## src/rtl/bullet_hit_scanner.sv

```systemverilog
// bullet_hit_scanner: once per frame, walks every slot of the bullet table,
// tests each live bullet against the player heart box, accumulates damage and
// heal, applies them to HP and returns a per-slot keep-mask to the table.
// Optional feature macro: BULLET_IFRAME_EN (invulnerability frames after damage).
module bullet_hit_scanner #(
    parameter int N_BULLETS = 3,
    parameter int IDX_W     = 3,
    parameter int PLAYER_W  = 8,
    parameter int PLAYER_H  = 8,
    parameter int HP_MAX    = 20,
    parameter int DMG_HIT   = 4,
    parameter int HEAL_HIT  = 2,
    parameter int IFRAMES   = 30
) (
    input  logic                 clk,
    input  logic                 rst_n,
    input  logic                 is_run,
    input  logic                 frame_tick,
    input  logic [7:0]           player_x,
    input  logic [7:0]           player_y,
    input  logic                 player_moving,
    output logic [IDX_W-1:0]     bullet_index,
    input  logic [15:0]          bullet_position,
    input  logic [15:0]          bullet_size,
    input  logic [2:0]           bullet_color,
    input  logic                 bullet_render,
    output logic [N_BULLETS-1:0] index_collide,
    output logic                 collide_valid,
    output logic [7:0]           hp,
    output logic                 dead,
    output logic                 damage_pulse,
    output logic                 scan_busy
);

    typedef enum logic [2:0] {
        S_IDLE   = 3'd0,
        S_ADDR   = 3'd1,
        S_SAMPLE = 3'd2,
        S_EVAL   = 3'd3,
        S_APPLY  = 3'd4
    } state_t;

    localparam logic [7:0]           HP_MAX_C = 8'(HP_MAX);
    localparam logic [7:0]           DMG_C    = 8'(DMG_HIT);
    localparam logic [7:0]           HEAL_C   = 8'(HEAL_HIT);
    localparam logic [8:0]           PW_C     = 9'(PLAYER_W);
    localparam logic [8:0]           PH_C     = 9'(PLAYER_H);
    localparam logic [IDX_W-1:0]     LAST_IDX = IDX_W'(N_BULLETS - 1);
    localparam logic [N_BULLETS-1:0] ALL_ONES = {N_BULLETS{1'b1}};
    localparam logic [N_BULLETS-1:0] ALL_ZERO = {N_BULLETS{1'b0}};

    // 8-bit add that sticks at 255 instead of wrapping
    function automatic logic [7:0] sat_add8(input logic [7:0] a, input logic [7:0] b);
        logic [8:0] sum;
        sum = {1'b0, a} + {1'b0, b};
        return sum[8] ? 8'hFF : sum[7:0];
    endfunction

    state_t               state_q, state_d;
    logic [IDX_W-1:0]     idx_q, idx_d;
    logic [N_BULLETS-1:0] hit_mask_q, hit_mask_d;
    logic [7:0]           dmg_q, dmg_d;
    logic [7:0]           heal_q, heal_d;
    logic [15:0]          pos_q, pos_d;
    logic [15:0]          size_q, size_d;
    logic [2:0]           color_q, color_d;
    logic                 render_q, render_d;
    logic [N_BULLETS-1:0] collide_q, collide_d;
    logic                 cvalid_q, cvalid_d;
    logic [7:0]           hp_q, hp_d;
    logic                 dead_q, dead_d;
    logic                 dpulse_q, dpulse_d;
    logic                 busy_q, busy_d;

    logic                 overlap_s;
    logic                 hit_s;
    logic [7:0]           add_dmg_s;
    logic [7:0]           add_heal_s;
    logic [N_BULLETS-1:0] slot_bit_s;
    logic [N_BULLETS-1:0] mask_next_s;
    logic [7:0]           dmg_next_s;
    logic [7:0]           heal_next_s;
    logic [7:0]           dmg_eff_s;
    logic [7:0]           hp_sub_s;
    logic [7:0]           heal_eff_s;
    logic [8:0]           hp_sum_s;
    logic [7:0]           hp_new_s;

    // Box overlap of the sampled bullet against the heart, 9-bit so edges never wrap
    always_comb begin
        logic [8:0] bx, by, bw, bh, px, py;
        bx = {1'b0, pos_q[7:0]};
        by = {1'b0, pos_q[15:8]};
        bw = {1'b0, size_q[7:0]};
        bh = {1'b0, size_q[15:8]};
        px = {1'b0, player_x};
        py = {1'b0, player_y};
        overlap_s = (bx < px + PW_C) && (px < bx + bw) &&
                    (by < py + PH_C) && (py < by + bh);
    end

    // Per-slot effect by colour and the updated accumulators
    always_comb begin
        hit_s      = 1'b0;
        add_dmg_s  = 8'd0;
        add_heal_s = 8'd0;
        if (render_q && overlap_s) begin
            case (color_q)
                3'd0: begin
                    hit_s     = 1'b1;
                    add_dmg_s = DMG_C;
                end
                3'd1: begin
                    hit_s      = 1'b1;
                    add_heal_s = HEAL_C;
                end
                3'd2: begin
                    hit_s     = 1'b1;
                    add_dmg_s = player_moving ? DMG_C : 8'd0;
                end
                default: begin
                    hit_s = 1'b0;
                end
            endcase
        end else begin
            hit_s = 1'b0;
        end
        slot_bit_s  = N_BULLETS'(1'b1) << idx_q;
        mask_next_s = hit_s ? (hit_mask_q | slot_bit_s) : hit_mask_q;
        dmg_next_s  = sat_add8(dmg_q, add_dmg_s);
        heal_next_s = sat_add8(heal_q, add_heal_s);
    end

`ifdef BULLET_IFRAME_EN
    logic [7:0] iframe_q, iframe_d;

    // Damage is suppressed while invulnerability frames remain
    always_comb begin
        dmg_eff_s = (iframe_q != 8'd0) ? 8'd0 : dmg_next_s;
    end

    // Invulnerability counter: reload on applied damage, count down on frame ticks
    always_comb begin
        iframe_d = iframe_q;
        if (!is_run) begin
            iframe_d = 8'd0;
        end else if (state_q == S_EVAL && idx_q == LAST_IDX && dmg_eff_s != 8'd0) begin
            iframe_d = 8'(IFRAMES);
        end else if (frame_tick && iframe_q != 8'd0) begin
            iframe_d = iframe_q - 8'd1;
        end else begin
            iframe_d = iframe_q;
        end
    end

    // Invulnerability counter register
    always_ff @(posedge clk or negedge rst_n) begin
        if (!rst_n) begin
            iframe_q <= 8'd0;
        end else begin
            iframe_q <= iframe_d;
        end
    end
`else
    // Without invulnerability every accumulated damage point applies
    always_comb begin
        dmg_eff_s = dmg_next_s;
    end
`endif

    // New HP: damage first (floored at 0), then heal unless dead, capped at HP_MAX
    always_comb begin
        hp_sub_s   = (hp_q > dmg_eff_s) ? (hp_q - dmg_eff_s) : 8'd0;
        heal_eff_s = dead_q ? 8'd0 : heal_next_s;
        hp_sum_s   = {1'b0, hp_sub_s} + {1'b0, heal_eff_s};
        hp_new_s   = (hp_sum_s > {1'b0, HP_MAX_C}) ? HP_MAX_C : hp_sum_s[7:0];
    end

    // Scan sequencer next-state and registered-output computation
    always_comb begin
        state_d    = state_q;
        idx_d      = idx_q;
        hit_mask_d = hit_mask_q;
        dmg_d      = dmg_q;
        heal_d     = heal_q;
        pos_d      = pos_q;
        size_d     = size_q;
        color_d    = color_q;
        render_d   = render_q;
        collide_d  = collide_q;
        cvalid_d   = cvalid_q;
        hp_d       = hp_q;
        dead_d     = dead_q;
        dpulse_d   = dpulse_q;
        busy_d     = busy_q;
        if (!is_run) begin
            state_d   = S_IDLE;
            idx_d     = {IDX_W{1'b0}};
            collide_d = ALL_ONES;
            cvalid_d  = 1'b0;
            hp_d      = HP_MAX_C;
            dead_d    = 1'b0;
            dpulse_d  = 1'b0;
            busy_d    = 1'b0;
        end else begin
            case (state_q)
                S_IDLE: begin
                    collide_d = ALL_ONES;
                    cvalid_d  = 1'b0;
                    dpulse_d  = 1'b0;
                    if (frame_tick) begin
                        hit_mask_d = ALL_ZERO;
                        dmg_d      = 8'd0;
                        heal_d     = 8'd0;
                        idx_d      = {IDX_W{1'b0}};
                        busy_d     = 1'b1;
                        state_d    = S_ADDR;
                    end else begin
                        state_d = S_IDLE;
                    end
                end
                S_ADDR: begin
                    state_d = S_SAMPLE;
                end
                S_SAMPLE: begin
                    pos_d    = bullet_position;
                    size_d   = bullet_size;
                    color_d  = bullet_color;
                    render_d = bullet_render;
                    state_d  = S_EVAL;
                end
                S_EVAL: begin
                    hit_mask_d = mask_next_s;
                    dmg_d      = dmg_next_s;
                    heal_d     = heal_next_s;
                    if (idx_q == LAST_IDX) begin
                        collide_d = ~mask_next_s;
                        cvalid_d  = 1'b1;
                        hp_d      = hp_new_s;
                        dead_d    = dead_q | (hp_new_s == 8'd0);
                        dpulse_d  = (dmg_eff_s != 8'd0) && !dead_q;
                        state_d   = S_APPLY;
                    end else begin
                        idx_d   = idx_q + IDX_W'(1);
                        state_d = S_ADDR;
                    end
                end
                S_APPLY: begin
                    collide_d = ALL_ONES;
                    cvalid_d  = 1'b0;
                    dpulse_d  = 1'b0;
                    busy_d    = 1'b0;
                    state_d   = S_IDLE;
                end
                default: begin
                    collide_d = ALL_ONES;
                    cvalid_d  = 1'b0;
                    dpulse_d  = 1'b0;
                    busy_d    = 1'b0;
                    state_d   = S_IDLE;
                end
            endcase
        end
    end

    // Sequencer state, sample registers and registered outputs
    always_ff @(posedge clk or negedge rst_n) begin
        if (!rst_n) begin
            state_q    <= S_IDLE;
            idx_q      <= {IDX_W{1'b0}};
            hit_mask_q <= ALL_ZERO;
            dmg_q      <= 8'd0;
            heal_q     <= 8'd0;
            pos_q      <= 16'd0;
            size_q     <= 16'd0;
            color_q    <= 3'd0;
            render_q   <= 1'b0;
            collide_q  <= ALL_ONES;
            cvalid_q   <= 1'b0;
            hp_q       <= HP_MAX_C;
            dead_q     <= 1'b0;
            dpulse_q   <= 1'b0;
            busy_q     <= 1'b0;
        end else begin
            state_q    <= state_d;
            idx_q      <= idx_d;
            hit_mask_q <= hit_mask_d;
            dmg_q      <= dmg_d;
            heal_q     <= heal_d;
            pos_q      <= pos_d;
            size_q     <= size_d;
            color_q    <= color_d;
            render_q   <= render_d;
            collide_q  <= collide_d;
            cvalid_q   <= cvalid_d;
            hp_q       <= hp_d;
            dead_q     <= dead_d;
            dpulse_q   <= dpulse_d;
            busy_q     <= busy_d;
        end
    end

    assign bullet_index  = idx_q;
    assign index_collide = collide_q;
    assign collide_valid = cvalid_q;
    assign hp            = hp_q;
    assign dead          = dead_q;
    assign damage_pulse  = dpulse_q;
    assign scan_busy     = busy_q;

endmodule
```

## config.mk

```make
export PLATFORM = sky130hd
export DESIGN_NAME = bullet_hit_scanner
export DESIGN_NICKNAME = d
export VERILOG_FILES = /design/src/rtl/bullet_hit_scanner.sv
export SDC_FILE = /design/constraint.sdc
export NUM_CORES = 1
export LEC_CHECK = 0
export ABC_AREA = 1
export CAP_MARGIN = 25
export CORE_UTILIZATION = 47
export DETAILED_ROUTE_END_ITERATION = 16
export PLACE_DENSITY = 0.7
export SETUP_SLACK_MARGIN = 0.15
export SYNTH_ARGS = -nofsm -noshare
export SYNTH_HDL_FRONTEND = slang
export SYNTH_SLANG_ARGS = --single-unit
export TNS_END_PERCENT = 30
```

## constraint.sdc

```tcl
create_clock -name clk -period 6.5 [get_ports clk]
set_clock_uncertainty 0.15 [all_clocks]
set_input_delay 0.65 -clock clk [delete_from_list [all_inputs] [get_ports clk]]
set_output_delay 0.65 -clock clk [all_outputs]
set_load 0.1 [all_outputs]
```

# Yosys cells after proc, flatten, opt, wreduce, memory -nomap -nowiden
# Cells that the tools add are included.
[word_totals]
ram_bits = 0
memories = 0
regBits = 76
elab_cells = 112
rom_bits = 0
output_inout_bits = 18
latchBits = 0
in_bits = 57
[classes]
bitwise = 3
reduce_logical = 20
magnitude_cmp = 6
eq_ne = 15
n_div = 0
n_mul = 0
n_shift = 1
n_addsub = 9
n_mux = 43
[ops]
columns = ["op", "n"]
rows = [
  ["2-to-1 mux 8 bit", 9],
  ["adder 8 x 8 -> 9 bit", 5],
  ["less-than comparator 8 x 9 -> 1 bit", 4],
  ["one-hot mux 8 bit (2 select lines)", 2],
  ["2-to-1 mux 3 bit", 10],
  ["one-hot mux 3 bit (2 select lines)", 4],
  ["adder 8 x 4 -> 9 bit, second input constant", 2],
  ["== test 3 x 2 -> 1 bit, second input constant", 4],
  ["2-to-1 mux 1 bit", 12],
  ["one-hot mux 3 bit (4 select lines)", 1],
  ["greater-than comparator 9 x 5 -> 1 bit, second input constant", 1],
  ["!= test 3 bit, second input constant", 3],
  ["greater-than comparator 8 bit", 1],
  ["zero test 8 bit", 1],
  ["AND reduction 2 bit", 4],
  ["nonzero test 8 bit", 1],
  ["subtractor 8 bit", 1],
  ["== test 3 x 1 -> 1 bit, second input constant", 2],
  ["zero test 3 bit", 2],
  ["!= test 2 bit, second input constant", 3],
  ["one-hot mux 1 bit (2 select lines)", 3],
  ["AND reduction 3 bit", 2],
  ["OR reduction 3 bit", 2],
  ["logical AND 1 bit", 5],
  ["11 further kinds", 13],
]

# Logic depth before layout (Yosys ltp)
# Gate-level depths: netlist of run 1.
[logic_depth]
ltp_word = 19
depth_mapped = 49
ltp_nobuf = 49

# Worst setup path before layout of run 1
# OpenSTA, ideal clock, no wires.
[synth_path]
path_kind = "register to register"
start = "register pos_q[0]"
end = "register hp_q[2], in the netlist hp[2]"
required_time_ns = 6.273
path_stages_with_launch = 45
setup_time_ns = 0.077
setup_slack_ns = 0.270
arrival_time_ns = 6.003
path_cell_list = "dfrtp_1 > ha_1 > inv_1 > fa_1 > o21ai_2 > nand2_1 > o21ai_0 > xnor2_1 > ha_1 > a21oi_1 > nand2_1 > nand2_1 > nand2_1 > nand2_1 > nand2_1 > nor3_1 > ha_1 > ha_1 > [... 9 more ...] > nor2_1 > o21ai_1 > nand2_1 > nand2_1 > nor2_1 > ha_1 > inv_1 > fa_1 > o21ai_0 > xor2_1 > nand2_1 > nand3_1 > nor2_1 > nand2_1 > nor2_2 > nand2_1 > o21ai_1 > inv_1"
[synth_via]
elab_chain_len = 17
word_cells_on_any_way = 23
[synth_lines]
columns = ["element", "line_no", "text"]
rows = [
  ["from (decl)", "64", "logic [15:0] pos_q, pos_d;"],
  ["from (signal assigned)", "290", "pos_q <= pos_d;"],
  ["adder 8 x 8 -> 9 bit", "98", "overlap_s = (bx < px + PW_C) && (px < bx + bw) &&"],
  ["less-than comparator 8 x 9 -> 1 bit", "98", ""],
  ["logical AND 1 bit (*) (2 in a row)", "98", ""],
  ["logical AND 1 bit (*)", "99", "(by < py + PH_C) && (py < by + bh);"],
  ["logical AND 1 bit (*)", "107", "if (render_q && overlap_s) begin"],
  ["2-to-1 mux 3 bit", "107", ""],
  ["adder 8 x 8 -> 9 bit", "55", "sum = {1'b0, a} + {1'b0, b};"],
  ["2-to-1 mux 8 bit", "56", "return sum[8] ? 8'hFF : sum[7:0];"],
  ["subtractor 8 bit or greater-than comparator 8 bit (tied branches)", "173", "hp_sub_s = (hp_q > dmg_eff_s) ? (hp_q - dmg_eff_s) : 8'd0;"],
  ["2-to-1 mux 8 bit", "173", ""],
  ["adder 8 x 8 -> 9 bit (*)", "175", "hp_sum_s = {1'b0, hp_sub_s} + {1'b0, heal_eff_s};"],
  ["greater-than comparator 9 x 5 -> 1 bit", "176", "hp_new_s = (hp_sum_s > {1'b0, HP_MAX_C}) ? HP_MAX_C : hp_sum_s[7:0];"],
  ["2-to-1 mux 8 bit (*)", "176", ""],
  ["2-to-1 mux 8 bit (*)", "236", "if (idx_q == LAST_IDX) begin"],
  ["2-to-1 mux 8 bit (*)", "206", "case (state_q)"],
  ["2-to-1 mux 8 bit (*)", "196", "if (!is_run) begin"],
  ["to (signal assigned)", "296", "hp_q <= hp_d;"],
  ["to (decl)", "70", "logic [7:0] hp_q, hp_d;"],
]
# Every way passes the cells marked *; elsewhere a longest branch is shown, timed or not. The select of a mux whose other input is x is not followed.
# A chain may end at the register's enable or synchronous reset.

# Worst setup path after layout of run 1
[layout_path]
start = "register size_q[0]"
end = "register hp_q[2], in the netlist hp[2]"
[layout_via]
elab_chain_len = 17
word_cells_on_any_way = 22
[layout_lines]
columns = ["element", "line_no", "text"]
rows = [
  ["from (decl)", "65", "logic [15:0] size_q, size_d;"],
  ["from (signal assigned)", "291", "size_q <= size_d;"],
  ["adder 8 x 8 -> 9 bit (*)", "98", ""],
  ["less-than comparator 8 x 9 -> 1 bit (*)", "98", ""],
  ["logical AND 1 bit (*) (2 in a row)", "98", ""],
  ["logical AND 1 bit (*)", "99", ""],
  ["logical AND 1 bit (*)", "107", ""],
  ["2-to-1 mux 3 bit", "107", ""],
  ["adder 8 x 8 -> 9 bit", "55", ""],
  ["2-to-1 mux 8 bit", "56", ""],
  ["subtractor 8 bit or greater-than comparator 8 bit (tied branches)", "173", ""],
  ["2-to-1 mux 8 bit", "173", ""],
  ["adder 8 x 8 -> 9 bit (*)", "175", ""],
  ["greater-than comparator 9 x 5 -> 1 bit", "176", ""],
  ["2-to-1 mux 8 bit (*)", "176", ""],
  ["2-to-1 mux 8 bit (*)", "236", ""],
  ["2-to-1 mux 8 bit (*)", "206", ""],
  ["2-to-1 mux 8 bit (*)", "196", ""],
]
# Marks and branches as above.

==> results by group, run 1 <==
Status
  • Status: completed

Worst setup path
  • Crit path launch type: flip-flop
  • Required time worst endpoint: 6620 ps
  • Setup CP Type: reg2reg
  • Max FO, Critical Path: 4
  • CP max-delay cell: fa_1
  • CP Capture Type: flip-flop
  • Worst path top cell family by delay: adder cells
  • Worst Path Buf+Inv: 8
  • CP arrival: 6510 ps
  • CP dominant cell by count: nand2_1
  • Crit-path max cell delay: 410 ps

Yosys
  • Syn Inst Count: 717
  • Warnings from Yosys: 0
  • Yosys cell types: 39
  • Mapped Nets: 848
  • Post-Syn Area: 5450 µm²
  • Syn Area/Cell: 7.60 µm²
  • Seq/Total Area, Yosys: 35.0%
  • #FFs+latches synth: 76

Timing
  • Hold slack final: 17.3 ps
  • Hold Vio Cnt, Final: 0
  • Min cycle time layout: 6390 ps
  • Final setup viols: 0
  • Slew headroom: 31.2%
  • Final Cycle Share: 98.3%
  • Worst slew pin tran: 1030 ps
  • Setup ws final: 108 ps
  • Final Slew Violations: 0
  • RSZ-0062 raised after global routing: yes
  • Max Fclk: 156 MHz

Placement
  • Number of port buffers: 74
  • Pre-CTS setup slack: -304 ps
  • Detail Placement HPWL: 10.1 mm
  • RePlAce Congestion: 0.870

Power
  • Flop pwr share: 26.4%
  • Sw frac: 41.8%
  • VDD IR max: 259 µV
  • Comb pwr share: 53.2%
  • P_sw: 0.00110 W
  • Pwr dens: 362 nW/µm²
  • Pleak: 3.75 nW
  • Clk network pwr share: 20.3%
  • Power Internal: 0.00153 W

Detailed routing
  • Total iterations of the first detailed-routing run: 5
  • Via count: 5033
  • Routed len/inst: 14.2 µm
  • Vias per cell: 5.12
  • DR DRC count: 0
  • Final ANT Viol Nets: 0
  • Post-Route WL: 14.0 mm
  • 1st-iter DRT viols: 269

Floorplan
  • Row count: 38
  • Die Wd: 110 µm
  • # IOs: 75
  • Die ar.: 12000 µm²
  • Die Span Y: 110 µm
  • Core area: 11100 µm²
  • Initial Utilization: 49.2%

Cells and area
  • Layout Nets: 969
  • Reg area: 1910 µm²
  • ANT cells: 0
  • Layout cells sized above 1: 15.8%
  • P&R area growth vs syn: 32.9%
  • # fillers: 922
  • Multi-input logic area: 3390 µm²

GRT
  • First-pass GRT wire length: 22.9 mm
  • Vias in the first global route: 4978
  • Aggregate global routing overflow: 0
  • Initial antenna violation count: 0
  • Total GRT Usage: 24.7%
  • Largest net degree at the start of global routing: 77

Clock tree
  • Worst-Skew Late Latency: 340 ps
  • # hold bufs at CTS: 0
  • Clk pin slew, worst setup/hold paths: 60 ps
  • Root buf cell: clkbuf_16
  • CTS tree: done
  • CTS sink count: 76
  • Depth of the CTS H-tree: 3
  • CTS Buf Count: 9
  • CTS max path bufs: 2

Run
  • Max cap viols: 0

Hold path
  • Worst hold path class: in2async
==> state kept, by name (all words and copies together), names as in the netlist <==
| register | cells |
|---|---|
| bullet_index | 3 |
| hp | 8 |
| render_q | 1 |
| heal_q | 8 |
| color_q | 3 |
| pos_q | 16 |
| damage_pulse | 1 |
| hit_mask_q | 3 |
| collide_valid | 1 |
| dead | 1 |
| dmg_q | 8 |
| state_q | 3 |
| scan_busy | 1 |
| index_collide | 3 |
| size_q | 16 |
==> worst paths after layout <==
kind / from / end / slack, ps / cells after the start
worst max-delay path: size_q[0]$_DFFE_PN0P_ / hp[2]$_DFFE_PN1P_ / 110 / 51
worst min-delay path: rst_n / state_q[2]$_DFF_PN0_ / 20 / 1
worst max register to register: size_q[0]$_DFFE_PN0P_ / hp[2]$_DFFE_PN1P_ / 110 / 51
worst min register to register: index_collide[0]$_DFFE_PN1P_ / index_collide[0]$_DFFE_PN1P_ / 320 / 2
max in group asynchronous: rst_n / pos_q[9]$_DFFE_PN0P_ / 5590 / 2
min in group clk: index_collide[0]$_DFFE_PN1P_ / index_collide[0]$_DFFE_PN1P_ / 320 / 2
==> power groups by stage <==
stage | Clock [W] | Combinational (W) | Sequential, W
after floorplan | 0 | 0.000896 | 0.000715
after detailed placement | 0 | 0.00127 | 0.000693
final | 0.000534 | 0.00140 | 0.000693
after CTS | 0.000549 | 0.00132 | 0.000692
after global routing | 0.000565 | 0.00160 | 0.000708
after global placement | 0 | 0.00121 | 0.000689
==> worst register-to-register path, delay by kind of cell, from the launching register on <==
family	cells	cell delay (ps)
DFF	1	370
xor gates and xnor gates	2	310
buffers and inverters	8	620
AOI/OAI and AO/OA	5	420
adders and majority gates	9	2350
and+or+nand+nor	27	2110
==> cells in the final DEF (no fill, tap or decap), types with 2 or more instances in the layout <==
cell type        instances
nand4_1                  6
a21oi_1                 33
nor2_1                  49
nor3_4                   3
xor2_1                  14
nand2_2                  9
clkinv_2                 2
o21ai_0                 30
nand3_1                 32
xnor2_1                  8
o21bai_1                 3
dfstp_2                  5
nand2_1                215
nand2_4                  2
a21o_1                   4
o21ai_1                  5
nor3_1                   5
ha_4                     7
inv_2                    7
clkinv_1                 2
ha_1                    60
o22ai_1                  8
or2_2                    2
nor2_4                   7
o211ai_1                 3
a21oi_2                  7
buf_4                   46
a21boi_1                 2
bufinv_16                2
o21ai_2                  5
clkdlybuf4s50_1         73
fa_2                     3
ha_2                     3
nor2_2                   7
dfrtp_1                 70
clkbuf_16                9
inv_1                   79
==> cell families (layout without fill, tap and decap cells) <==
logic type / Yosys count / after routing / share of synthesized area [%]
AO/OA/AOI/OAI: 103 / 103 / 10.5
AND/OR/NAND/NOR: 343 / 343 / 26.6
XOR/XNOR: 22 / 22 / 3.54
buffers and inverters: 99 / 225 / 6.82
adder cells (fa/ha/maj): 74 / 74 / 17.5
flip-flops: 76 / 76 / 35.0
==> routing by layer <==
| layer | vias up | GRT usage (%) | routed length, µm |
|---|---|---|---|
| met2 | 102 | 42.5 | 6850 |
| met5 | - | 0 | 0 |
| li1 | 2567 | - | - |
| met3 | 16 | 5.10 | 684 |
| met4 | 0 | 9.81 | 265 |
| met1 | 2348 | 30.1 | 6170 |
==> metrics by stage <==
stage | TNS (ps) | instances | instance area, µm² | util [%] | total power, W
4_1_cts | 0 | 975 | 7020 | 63.4 | 0.00256
2_1_floorplan | 0 | 717 | 5450 | - | 0.00161
3_3_place_gp | -389 | 957 | 6610 | 59.6 | 0.00190
6_report | 0 | 983 | 7240 | 65.4 | 0.00263
3_5_place_dp | -1650 | 957 | 6610 | 59.6 | 0.00197
5_1_grt | -1920 | 983 | 7240 | 65.4 | 0.00287
==> Yosys cell counts <==
cell	number	area (µm²)
a21boi_0	1	7.51
a21boi_1	1	7.51
a21o_1	4	30.0
a21oi_1	40	200
a31oi_1	1	6.26
clkbuf_1	11	41.3
clkinv_1	2	7.51
dfrtp_1	71	1780
dfstp_2	5	131
fa_1	4	80.1
ha_1	70	876
inv_1	82	308
inv_2	4	15.0
nand2_1	221	830
nand2_2	5	31.3
nand3_1	32	160
nand3_2	1	10.0
nand3_4	1	17.5
nand3b_1	1	7.51
nand4_1	6	37.5
nor2_1	55	206
nor2_2	4	25.0
nor2_4	4	45.0
nor3_1	7	35.0
nor3_2	1	10.0
nor3b_1	1	7.51
nor4_1	1	6.26
o211ai_1	3	22.5
o21ai_0	34	170
o21ai_1	3	15.0
o21ai_2	3	26.3
o21bai_1	3	22.5
o22ai_1	8	50.1
o31ai_1	1	7.51
o32ai_1	1	8.76
or2_2	2	12.5
or3_1	1	6.26
xnor2_1	8	70.1
xor2_1	14	123
==> area by class of cell <==
class                      count  area share, %
sequential                    76           26.4
multi-input combinational    542           46.8
timing repair buffer         121           15.5
clock inverter                 6           1.19
inverter                      88           4.56
tap                          140           2.42
clock buffer                  10           3.16
==> repair_timing <==
item,4_1_cts,5_1_grt
endpoints found under the setup margin,6,6
pin swaps,5,25
gates resized for setup,22,33
gates cloned,0,0
buffers inserted,2,7
Power figures use the tool's default switching activity.
==> inputs of run 2 (changes only) <==
==> constraint.sdc (replaced) <==
create_clock -name clk -period 6.5 [get_ports clk]
set_clock_uncertainty 0.15 [all_clocks]
set_input_delay 0.65 -clock clk [delete_from_list [all_inputs] [get_ports clk]]
set_output_delay 0.65 -clock clk [all_outputs]
set_load 0.01 [all_outputs]
==> results of run 2 <==
Same layout as run 1 (identical final DEF). Status: completed.
Among the figures that moved: total power 0.00263 W -> 0.00258 W
==> RTL change 1, RTL diff (config.mk and constraints of run 1) <==
The option `BULLET_IFRAME_EN` is turned on by a define.
--- a/src/rtl/bullet_hit_scanner.sv
+++ b/src/rtl/bullet_hit_scanner.sv
@@ -4,2 +4,4 @@
 // Optional feature macro: BULLET_IFRAME_EN (invulnerability frames after damage).
+`define BULLET_IFRAME_EN
+
 module bullet_hit_scanner #(
Check against the original RTL: same outputs for any inputs over 10 cycles, from zero or initial values and one cycle with rst_n low; that may be too few to reach the edited logic, so the function may still have changed.
==> RTL change 1 against run 1 <==
Via count is 3.7% higher. Synthesized area increased by 9.8%. Design area grew 5.2%. Setup slack got worse by 0.057 ns. Sequential cell count up 8. Power up 12%. Critical path depth unchanged. Routed wire length grew 3.1%. Critical endpoint is now dead. Highest routed layer unchanged.
==> RTL change 1: results (changes against run 1) <==
Route
  • DR top layer: met4
  • DRT met1 WL: 6.64 mm (+7.6%)
  • Routed wire per std cell: 14.2 um (about the same)
  • Starting DRT DRC Count: 224 (-17%)
  • WL met2: 6.85 mm (-0.10%)
  • Detailed-route via count: 5221 (+3.7%)
  • DRT Pass-1 Iters: 5 (unchanged)
  • Met3 routed WL: 732 um (+7.0%)

Worst hold path
  • HP Class: input port to asynchronous set/reset pin

Logic synthesis
  • Most common library cells after synthesis: 140 x nand2_1, 88 x inv_1, 86 x nor2_1
  • Area contributors post-synth: dfrtp_1 33%, ha_1 15%, nand2_1 8.8%
  • Syn_nets: 858 (+1.2%)
  • Sequential area share after synthesis: 0.352 (+0.00234)
  • Yosys cell types: 41 (+5.1%)
  • Most used DFF post-synth: dfrtp_1
  • Post-synthesis async set-or-reset flop share: 1.00 (unchanged)

GRT
  • First-pass GRT wire length: 24.2 mm (+5.8%)
  • Vias in the first global route: 5323 (+6.9%)
  • GRT Overall Usage: 0.233 (-0.0133)
  • Initial antenna violation count: 0 (unchanged)
  • Met1 Use GR: 0.293 (-0.00863)
  • GR Util met3: 0.0548 (+0.00385)
  • Largest net degree at the start of global routing: 69 (-10%)
  • GR Util met2: 0.406 (-0.0193)

Clocking
  • Clk pin slew, worst setup/hold paths: 0.06 ns (about the same)
  • Total CTS buffers: 9 (unchanged)
  • Root buffer cell: clkbuf_16
  • Worst skew pair latency: 0.35 ns
  • Post-CTS Hold Buffers: 0 (unchanged)

Setup path
  • Critical path fanouts, max: 4 (unchanged)
  • Terminus of the critical flop-to-flop path: dead
  • Reg2reg path depth: 51 (unchanged)
  • WP data arrival: 6.58 ns (+0.07 ns)
  • Top delay family on crit path: simple AND/OR/NAND/NOR gates
  • Slowest stage cell, crit path: dfrtp_1
  • Crit Path Class: flip-flop to flip-flop
  • Max stage delay on crit path: 0.36 ns (-0.05 ns)
  • R2r setup slk: 0.05 ns (-0.06 ns)
  • Critical path launch point: pos_q[0]

Pwr
  • NetSw: 1.24 mW (+13%)
  • Leak: 3.74 nW (-0.12%)
  • Clock power frac: 0.169 (-0.034)
  • VDD IR max: 0.000221 V (-15%)
  • Combinational power: 1.68 mW (+20%)
  • Pwr dens: 387 mW/mm2 (+6.7%)

Cells and area
  • Largest regs: pos_q: 16 flops, size_q: 16 flops
  • ANT cells: 0 (unchanged)
  • Final #Nets: 973 (+0.41%)
  • Share of layout cells above drive strength 1: 0.175 (+0.0174)
  • Fill count: 1063 (+15%)

STA
  • Final period utilization: 0.992 (+0.00875)
  • Hold Slack: 0.0287 ns (+0.0114 ns)
  • Relative slew slack: 0.332 (+0.0209)

Place
  • Detailed Place HPWL: 11.0 mm (+8.5%)
  • Setup WS pre-CTS: -0.357 ns (-0.0529 ns)
  • Placer Congestion: 0.881 (+1.4%)
  • Count of input and output buffers: 74 (unchanged)

Status
  • Outcome: finished clean
RTL change 1: cell count changes after synthesis, sizes merged, moves of 5 or more:
| cell | before | now |
|---|---|---|
| inv | 86 | 94 |
| o21ai | 40 | 29 |
| mux2 | 0 | 32 |
| nand4 | 6 | 14 |
| dfrtp | 71 | 79 |
| nand2 | 226 | 143 |
| clkbuf | 11 | 6 |
| nor3 | 8 | 15 |
| a21oi | 40 | 47 |
| nor2 | 63 | 90 |
RTL change 1: layout make-up:
| class | instances | share of cell area |
|---|---|---|
| clock buffers | 11 | 0.0332 |
| well taps | 168 | 0.0276 |
| inverters | 96 | 0.0473 |
| flip-flops and latches | 84 | 0.277 |
| repair buffers | 112 | 0.137 |
| clock inverters | 5 | 0.00476 |
| multi-input cells | 537 | 0.474 |
RTL change 1: worst min-delay path by stage:
stage,to,cells past startpoint,from
finish,heal_q[6],1,rst_n
CTS,heal_q[6],1,rst_n
floorplan,bullet_index[0],0,rst_n
global placement,index_collide[0],2,index_collide[0]
detailed placement,index_collide[1],2,index_collide[1]
global route,pos_q[3],1,rst_n
RTL change 1: stage by stage:
step	setup TNS [ns]	cell area (um2)	instances
6_report	0	7620	1013
5_1_grt	-2.56	7620	1013
4_1_cts	-0.00526	7570	1011
3_5_place_dp	-1.83	7180	994
3_3_place_gp	-0.200	7150	993
2_1_floorplan	0	5980	725
RTL change 1: timing repair:
action                                  CTS  global route
endpoints found under the setup margin    6             6
pin swaps                                10            10
resized for setup                        22            11
cloned                                    0             0
buffers inserted                          1             2
RTL change 1: cells by family after synthesis:
kind of cell               count (synthesis)  synth area share
xor gates and xnor gates                  28            0.0410
and+or+nand+nor                          302             0.220
AOI/OAI and AO/OA                         99            0.0964
DFF                                       84             0.352
adders and majority gates                 76             0.164
buffers and inverters                    104            0.0657
muxes                                     32            0.0602
==> RTL change 2, RTL diff (config.mk and constraints of run 1) <==
Made on the original files. Re-encode `state_t` (5 states) as one-hot, 5 bits wide.
--- a/src/rtl/bullet_hit_scanner.sv
+++ b/src/rtl/bullet_hit_scanner.sv
@@ -34,8 +34,8 @@
 
-    typedef enum logic [2:0] {
-        S_IDLE   = 3'd0,
-        S_ADDR   = 3'd1,
-        S_SAMPLE = 3'd2,
-        S_EVAL   = 3'd3,
-        S_APPLY  = 3'd4
+    typedef enum logic [4:0] {
+        S_IDLE   = 5'b00001,
+        S_ADDR   = 5'b00010,
+        S_SAMPLE = 5'b00100,
+        S_EVAL   = 5'b01000,
+        S_APPLY  = 5'b10000
     } state_t;
Formal check against the unedited RTL: same outputs for any inputs over 10 cycles, from zero or initial values and one cycle with rst_n low; not proved beyond that.
==> RTL change 2 against run 1 <==
The run now ends with DRC left. Setup slack lost 0.11 ns. Fmax down 1.6%. Design area is 2.8% higher. Sequential cell count grew 2. Routed wire length increased by 2.6%. Synthesized area rose by 3.3%. Critical path depth is 7 lower.
Power is not compared: it rests on default switching activity, and its combinational part moved more than twofold at a synthesized area within 25%.
==> RTL change 2: results (changes against run 1) <==
Status
  • Outcome: complete, but fails checks
  • Failing checks: DRC

Route
  • Starting DRT DRC Count: 225 (-16%)
  • Routed wire per std cell: 14.4 um (+1.6%)
  • Vias per std cell: 5.16 (+0.68%)
  • DRC viols: 8 (+8)
  • DRT Pass-1 Iters: 10 (+5)

Setup path
  • WP data arrival: 6.60 ns (+0.09 ns)
  • Worst setup path end: dead
  • R2r setup slk: 0.003 ns (-0.11 ns)
  • Reg2reg path depth: 44 (-14%)
  • Top delay family on crit path: simple AND/OR/NAND/NOR gates
  • Max stage delay on crit path: 0.38 ns (-0.03 ns)
  • Critical path launch point: pos_q[0]

Clocking
  • Total CTS buffers: 9 (unchanged)

Place
  • Setup WS pre-CTS: -0.309 ns (-0.00512 ns)
  • Placed Instance Area: 0.00672 mm2 (+1.7%)
  • Detailed Place HPWL: 10.4 mm (+2.2%)
  • Placer Congestion: 0.933 (+7.3%)

Cells and area
  • Final std cells w/o fill: 993 (+1.0%)
  • Fill count: 998 (+8.2%)
  • Share of layout cells above drive strength 1: 0.184 (+0.0258)

Logic synthesis
  • Yosys cell types: 45 (+15%)
  • Synth top area share: 0.320 (-0.00599)
  • Synth Area in XOR/XNOR: 0.0373 (+0.00198)
  • Most common library cells after synthesis: 216 x nand2_1, 85 x inv_1, 72 x dfrtp_1
  • Area contributors post-synth: dfrtp_1 32%, ha_1 16%, nand2_1 14%
  • Syn_nets: 853 (+0.59%)
  • Adder-Cell Fraction of Synth Area: 0.170 (-0.00561)
  • Syn Inst Count: 722 (+0.70%)
  • Sequential area share after synthesis: 0.348 (-0.00209)
  • Post-synthesis compound-gate area fraction: 0.102 (-0.00382)

GRT
  • Largest net degree at the start of global routing: 79 (+2.6%)
  • First-pass GRT wire length: 23.6 mm (+3.3%)

Pwr
  • Tot Pwr: 1.58 mW

STA
  • Pin slew with the least headroom to its limit: 1.02 ns (-0.0127 ns)
RTL change 2: layout make-up:
| type | instances | area (um2) | area share |
|---|---|---|---|
| clock inverter | 3 | 42.5 | 0.00571 |
| clock buffer | 13 | 270 | 0.0363 |
| timing repair buffer | 124 | 1130 | 0.152 |
| tap | 143 | 179 | 0.0240 |
| multi-input combinational | 541 | 3520 | 0.473 |
| sequential | 78 | 1960 | 0.263 |
| inverter | 91 | 342 | 0.0459 |
RTL change 2: what timing repair did:
action                                  4_1_cts  5_1_grt
endpoints found under the setup margin        6        6
pin swaps                                     3       35
gates resized for setup                      14       42
cloned                                        0        0
buffers inserted                              7       12
RTL change 2: per-layer routing:
layer  vias to the layer above  routed length, um  part of all wire  GRT usage
li1                       2577                  -                 -          -
met1                      2407               6310              0.44      0.293
met2                       117               7200              0.50      0.421
met3                        18                615             0.043     0.0381
met4                         0                216             0.015     0.0631
met5                         -                  0                 0          0
